`src/rtl/fpu_pkg.sv`:
```
// Shared FPU types and flag bit positions for the divider and its commit stage.
package fpu_pkg;

  // Bit positions inside an IEEE exception-flag vector.
  localparam int FLAG_NV = 4;  // invalid
  localparam int FLAG_DZ = 3;  // divide by zero
  localparam int FLAG_OF = 2;  // overflow
  localparam int FLAG_UF = 1;  // underflow
  localparam int FLAG_NX = 0;  // inexact

  typedef logic [4:0]  fflags_t;
  typedef logic [31:0] sp_word_t;

endpackage

```
`src/rtl/fpu_sync_fifo.sv`:
```
// Single-clock FIFO with an explicit occupancy counter and synchronous flush.
// Push and pop requests are gated internally against full and empty.
module fpu_sync_fifo #(
  parameter  int WIDTH = 8,
  parameter  int DEPTH = 4,
  localparam int PTR_W = $clog2(DEPTH),
  localparam int CNT_W = PTR_W + 1
) (
  input  logic             clk,
  input  logic             rst,
  input  logic             push,
  input  logic [WIDTH-1:0] wdata,
  input  logic             pop,
  output logic [WIDTH-1:0] rdata,
  input  logic             flush,
  output logic             full,
  output logic             empty,
  output logic [CNT_W-1:0] count
);

  logic [WIDTH-1:0] mem_q [DEPTH];
  logic [PTR_W-1:0] wr_ptr_q, wr_ptr_d;
  logic [PTR_W-1:0] rd_ptr_q, rd_ptr_d;
  logic [CNT_W-1:0] count_q, count_d;
  logic             push_en;
  logic             pop_en;

  assign full    = (count_q == CNT_W'(DEPTH));
  assign empty   = (count_q == '0);
  assign count   = count_q;
  assign rdata   = mem_q[rd_ptr_q];
  assign push_en = push & ~full & ~flush;
  assign pop_en  = pop & ~empty & ~flush;

  // Next pointer and occupancy; flush overrides any push or pop this cycle.
  always_comb begin
    // NOTE: every signal gets a default first, so no path leaves it unassigned and no latch is inferred.
    wr_ptr_d = wr_ptr_q;
    rd_ptr_d = rd_ptr_q;
    count_d  = count_q;
    if (flush) begin
      wr_ptr_d = '0;
      rd_ptr_d = '0;
      count_d  = '0;
    end else begin
      if (push_en) wr_ptr_d = wr_ptr_q + PTR_W'(1);
      if (pop_en)  rd_ptr_d = rd_ptr_q + PTR_W'(1);
      unique case ({push_en, pop_en})
        2'b10:   count_d = count_q + CNT_W'(1);
        2'b01:   count_d = count_q - CNT_W'(1);
        default: count_d = count_q;
      endcase
    end
  end

  // Pointer and occupancy registers.
  always_ff @(posedge clk or posedge rst) begin
    if (rst) begin
      // NOTE: sequential state uses non-blocking assignments so all flops update together at the edge.
      wr_ptr_q <= '0;
      rd_ptr_q <= '0;
      count_q  <= '0;
    end else begin
      wr_ptr_q <= wr_ptr_d;
      rd_ptr_q <= rd_ptr_d;
      count_q  <= count_d;
    end
  end

  // Storage write port.
  // NOTE: the array is deliberately not reset; its contents are only observed behind a valid count.
  always_ff @(posedge clk) begin
    if (push_en) mem_q[wr_ptr_q] <= wdata;
  end

endmodule

```
`src/rtl/sp_div_commit.sv`:
```
// Commit stage for the single-precision divider: queues results with flags and
// tags, retires them in order to writeback, and accumulates sticky fflags.
module sp_div_commit
  import fpu_pkg::*;
#(
  parameter  int DEPTH = 4,
  parameter  int TAG_W = 5,
  localparam int CNT_W = $clog2(DEPTH) + 1
) (
  input  logic             clk,
  input  logic             rst,
  input  logic             in_valid,
  output logic             in_ready,
  input  sp_word_t         in_result,
  input  fflags_t          in_flags,
  input  logic [TAG_W-1:0] in_tag,
  output logic             out_valid,
  input  logic             out_ready,
  output sp_word_t         out_result,
  output logic [TAG_W-1:0] out_tag,
  input  logic             flush,
  input  logic             fflags_clr,
  output fflags_t          fflags,
  output logic [CNT_W-1:0] count
);

  localparam int ENTRY_W = $bits(sp_word_t) + $bits(fflags_t) + TAG_W;

  logic [ENTRY_W-1:0] wr_entry;
  logic [ENTRY_W-1:0] head_entry;
  fflags_t            head_flags;
  logic               fifo_full;
  logic               fifo_empty;
  logic               push_fire;
  logic               pop_fire;
  fflags_t            fflags_q, fflags_d;

  assign wr_entry = {in_result, in_flags, in_tag};

  fpu_sync_fifo #(
    .WIDTH (ENTRY_W),
    .DEPTH (DEPTH)
  ) u_fifo (
    .clk   (clk),
    .rst   (rst),
    .push  (push_fire),
    .wdata (wr_entry),
    .pop   (pop_fire),
    .rdata (head_entry),
    .flush (flush),
    .full  (fifo_full),
    .empty (fifo_empty),
    .count (count)
  );

  // Handshake terms come only from registered occupancy, never from the other side.
  assign in_ready   = ~fifo_full;
  assign out_valid  = ~fifo_empty;
  assign push_fire  = in_valid & in_ready;
  assign pop_fire   = out_valid & out_ready;

  assign out_result = head_entry[TAG_W + $bits(fflags_t) +: $bits(sp_word_t)];
  assign head_flags = head_entry[TAG_W +: $bits(fflags_t)];
  assign out_tag    = head_entry[TAG_W-1:0];
  assign fflags     = fflags_q;

  // Sticky flags: clear applies first, then a non-flushed retire ORs in the head flags.
  always_comb begin
    fflags_d = fflags_clr ? '0 : fflags_q;
    if (pop_fire && !flush) fflags_d = fflags_d | head_flags;
  end

  // Sticky flag register.
  always_ff @(posedge clk or posedge rst) begin
    if (rst) fflags_q <= '0;
    else     fflags_q <= fflags_d;
  end

endmodule

```
`config.mk`:
```
export PLATFORM = sky130hd
export DESIGN_NAME = sp_div_commit
export DESIGN_NICKNAME = d
export VERILOG_FILES = /design/src/rtl/fpu_pkg.sv /design/src/rtl/fpu_sync_fifo.sv /design/src/rtl/sp_div_commit.sv
export SDC_FILE = /design/constraint.sdc
export NUM_CORES = 1
export LEC_CHECK = 0
export BUFFER_PORTS_ARGS = -buffer_cell sky130_fd_sc_hd__buf_2
export CAP_MARGIN = 20
export CORE_MARGIN = 4
export CORE_UTILIZATION = 57
export DETAILED_ROUTE_END_ITERATION = 8
export PLACE_DENSITY = 0.87
export REMOVE_ABC_BUFFERS = 1
export SYNTH_ARGS = -nofsm -noshare
export SYNTH_HDL_FRONTEND = slang
export SYNTH_SLANG_ARGS = --single-unit
```
`constraint.sdc`:
```
create_clock -name clk -period 3.2 [get_ports clk]
set_input_delay 0.16 -clock clk [delete_from_list [all_inputs] [get_ports clk]]
set_output_delay 0.16 -clock clk [all_outputs]
set_load 0.005 [all_outputs]
```
==> impl_metrics.toml <==
[power_and_ir_drop]
p_seq_frac = 0.524
p_clk_frac = 0.338
p_sw_frac = 0.2307
combPwrFrac = 0.138
internal_power_w = 0.004206
p_sw_w = 0.001261
power_density_nw_per_um2 = 644.4
power_w = 0.005467
ir_worst_vdd_mv = 0.5078
p_leak_nw = 2.942

[timing]
fin_skew_ns = 0.01122
max_freq_mhz = 390.8
worst_slew_pin_slew_ns = 1.045
report.final.slew_viol_count = 0
rsz0062_at_grt = "false"
fin_crit_ns = 2.559
maxSlewHeadroom = 0.3034
tns_ns = 0
finalSetupViolCount = 0
finalHoldViolCount = 0
fin_crit_sh = 0.7997
worst_slack_ns = 0.6411

[hold_path]
hp-class = "in -> reg"
whs_endpoint = "u_fifo.rd_ptr_q[1]$_DFFE_PP0P_"
hold_path_depth = 2
min_from = "flush"

[synth]
synth-warning-count = 0
synth_edf_count = 168
synth_ff_type = "edfxtp_1"
ys_types = 38
ys_seq_elements = 180
avgSynthCellArea_um2 = 23.22
async_flop_share = 0.06667
synth_seq_area_share = 0.7724
synth_area_um2 = 6920
synthCells = 298

[floorplan]
rows = 39
fp.dieW_um = 118.2
ios = 95
start_util = 0.5934
die_height_um = 118.2
core_area_um2 = 11660
die_area_um2 = 13970

[job]
cap_violations = 0

[clocking]
postCtsSetupRepairBufs = 0
clk_pin_slew_ns = 0.06
ctsHoldBuffers = 43
htreeDepth = 4
cts_sinks = 180
cts_tree = "built"
clock_latency_ns = 0.42
numCtsBuffers = 17
cts_root_buffer = "clkbuf_16"
cts_buffer_depth = 2
cts_resized = 0

[placed_design]
place_inst = 523
post-place-ws_ns = 0.6555
gp_congestion = 0.7161
place_hpwl_um = 7135
numPortBuffers = 94

[detailed_routing]
totalWireLength_um = 12650
wl_per_cell_um = 21.19
routed_via_density = 5.771
firstDrtPassIters = 4
vias = 3445
final_antenna_net_count = 0
drt_iter0_drc = 248
drc_errors = 0

[setup_path]
rr_startpoint = "u_fifo.count[2]$_DFFE_PP0P_"
critPathKind = "reg -> reg"
worstPathArrival_ns = 2.85
start_kind = "flop"
reg2regPathDepth = 7
worstReg2RegEnd = "u_fifo.count[1]$_DFFE_PP0P_"
r2r_setup_slack_ns = 0.64
cp.required_ns = 3.49
path_max_fanout = 11
endpoint_kind = "flop"

[finish]
num-fill-cells = 656
fin_cells = 597
syn_to_final_growth_pct = 22.58
multiInputGateArea_um2 = 1424
layout.nets = 495
drive_gt1_frac = 0.3634
diodes = 0
seqCellArea_um2 = 5350

[grt]
grt_max_degree = 45
overflow = 0
grt_pass1_wl_um = 20130
antenna_found_initial = 0
grt_pass1_vias = 3652
track_usage = 0.1916

[status]
status = "completed"
==> cells in the mapped netlist, drive strengths merged (2+ instances only) <==
cell type  count  area [µm²]
a21oi          3       15.01
o21ai          3       15.01
edfxtp       168        5045
o211ai         2       15.01
mux4          42       987.2
buf           14       122.6
nand3          4       20.02
inv            7       26.28
and2           5       31.28
dfrtp         12       300.3
o22ai          2       12.51
ha             4       50.05
nor2           3       11.26
a22o           5       43.79
xor2           2       17.52
clkbuf         2       7.510
nand2b         3       18.77
nor3b          2       20.02
==> flip-flops by register name, summed over array words and instances (netlist names) <==
register         count
u_fifo.mem_q       168
u_fifo.count         3
u_fifo.wr_ptr_q      2
fflags               5
u_fifo.rd_ptr_q      2
==> layer usage <==
| metal | global-route usage | up-vias | wire length [µm] |
|---|---|---|---|
| met5 | 0 | - | 0 |
| met2 | 0.3223 | 126 | 6711 |
| met4 | 0.06300 | 0 | 125 |
| li1 | - | 1544 | - |
| met1 | 0.2409 | 1762 | 4976 |
| met3 | 0.05826 | 13 | 838 |
==> per-stage QoR <==
| step | hold slack, ns | instance area, µm² | utilization |
|---|---|---|---|
| floorplan | 0.02470 | 6790 | - |
| global route | 0.06799 | 8483 | 0.7274 |
| global placement | 0.1813 | 7530 | 0.6456 |
| CTS | 0.04199 | 8483 | 0.7274 |
| detailed placement | 0.1922 | 7530 | 0.6456 |
| finish | 0.06923 | 8483 | 0.7274 |
==> kinds of logic after synthesis <==
group / synth area share
compound gates: 0.02640
flops: 0.7724
simple gates: 0.02170
buf+inv: 0.02260
xor+xnor: 0.002532
mux: 0.1443
fa+ha+maj: 0.01013
==> critical path, stage by stage, from the launching register on <==
cell and delay [ns]:
dfrtp_1 0.56, nor3b_2 0.32, inv_1 0.13, a211oi_1 0.31, fa_1 0.51, o211ai_1 0.21, a31oi_1 0.12, a311o_1 0.27
==> power groups by stage <==
stage	sequential, W	clock [W]	combinational, W
3_3_place_gp	0.00292	0	0.000696
6_report	0.00287	0.00185	0.000754
5_1_grt	0.00289	0.00200	0.000815
4_1_cts	0.00288	0.00187	0.000756
2_1_floorplan	0.00287	0	0.000434
3_5_place_dp	0.00292	0	0.000707
==> cells in the final DEF (no fill, tap or decap), drive strengths merged, types with 3 or more instances in the layout <==
cell / instances
edfxtp: 168
buf: 98
dlygate4sd3: 43
mux4: 42
clkbuf: 19
dfrtp: 12
inv: 8
clkinv: 7
a22o: 5
and2: 5
nand3: 4
ha: 4
nor2: 3
nand2b: 3
a21oi: 3
o21ai: 3
clkinvlp: 3
==> how the worst max path moves through the flow <==
stage / from / cells past startpoint / end / slack, ns
after floorplan: u_fifo.rd_ptr_q[0]$_DFFE_PP0P_ / 2 / fflags[0]$_DFF_PP0_ / 0.53
after global placement: u_fifo.count[0]$_DFFE_PP0P_ / 7 / u_fifo.count[1]$_DFFE_PP0P_ / 0.81
after detailed placement: u_fifo.count[2]$_DFFE_PP0P_ / 7 / u_fifo.count[1]$_DFFE_PP0P_ / 0.66
after CTS: u_fifo.count[2]$_DFFE_PP0P_ / 7 / u_fifo.count[1]$_DFFE_PP0P_ / 0.66
after global routing: u_fifo.count[2]$_DFFE_PP0P_ / 7 / u_fifo.count[1]$_DFFE_PP0P_ / 0.50
final: u_fifo.count[2]$_DFFE_PP0P_ / 7 / u_fifo.count[1]$_DFFE_PP0P_ / 0.64
==> cell type report <==
cell class / count / area share
Inverter: 7 / 0.003097
Clock buffer: 19 / 0.05103
Tap cell: 143 / 0.02109
Timing Repair Buffer: 141 / 0.1156
Clock inverter: 12 / 0.01062
Sequential cell: 180 / 0.6307
Multi-Input combinational cell: 95 / 0.1678
Note: power is estimated with default switching activity, not from simulation.
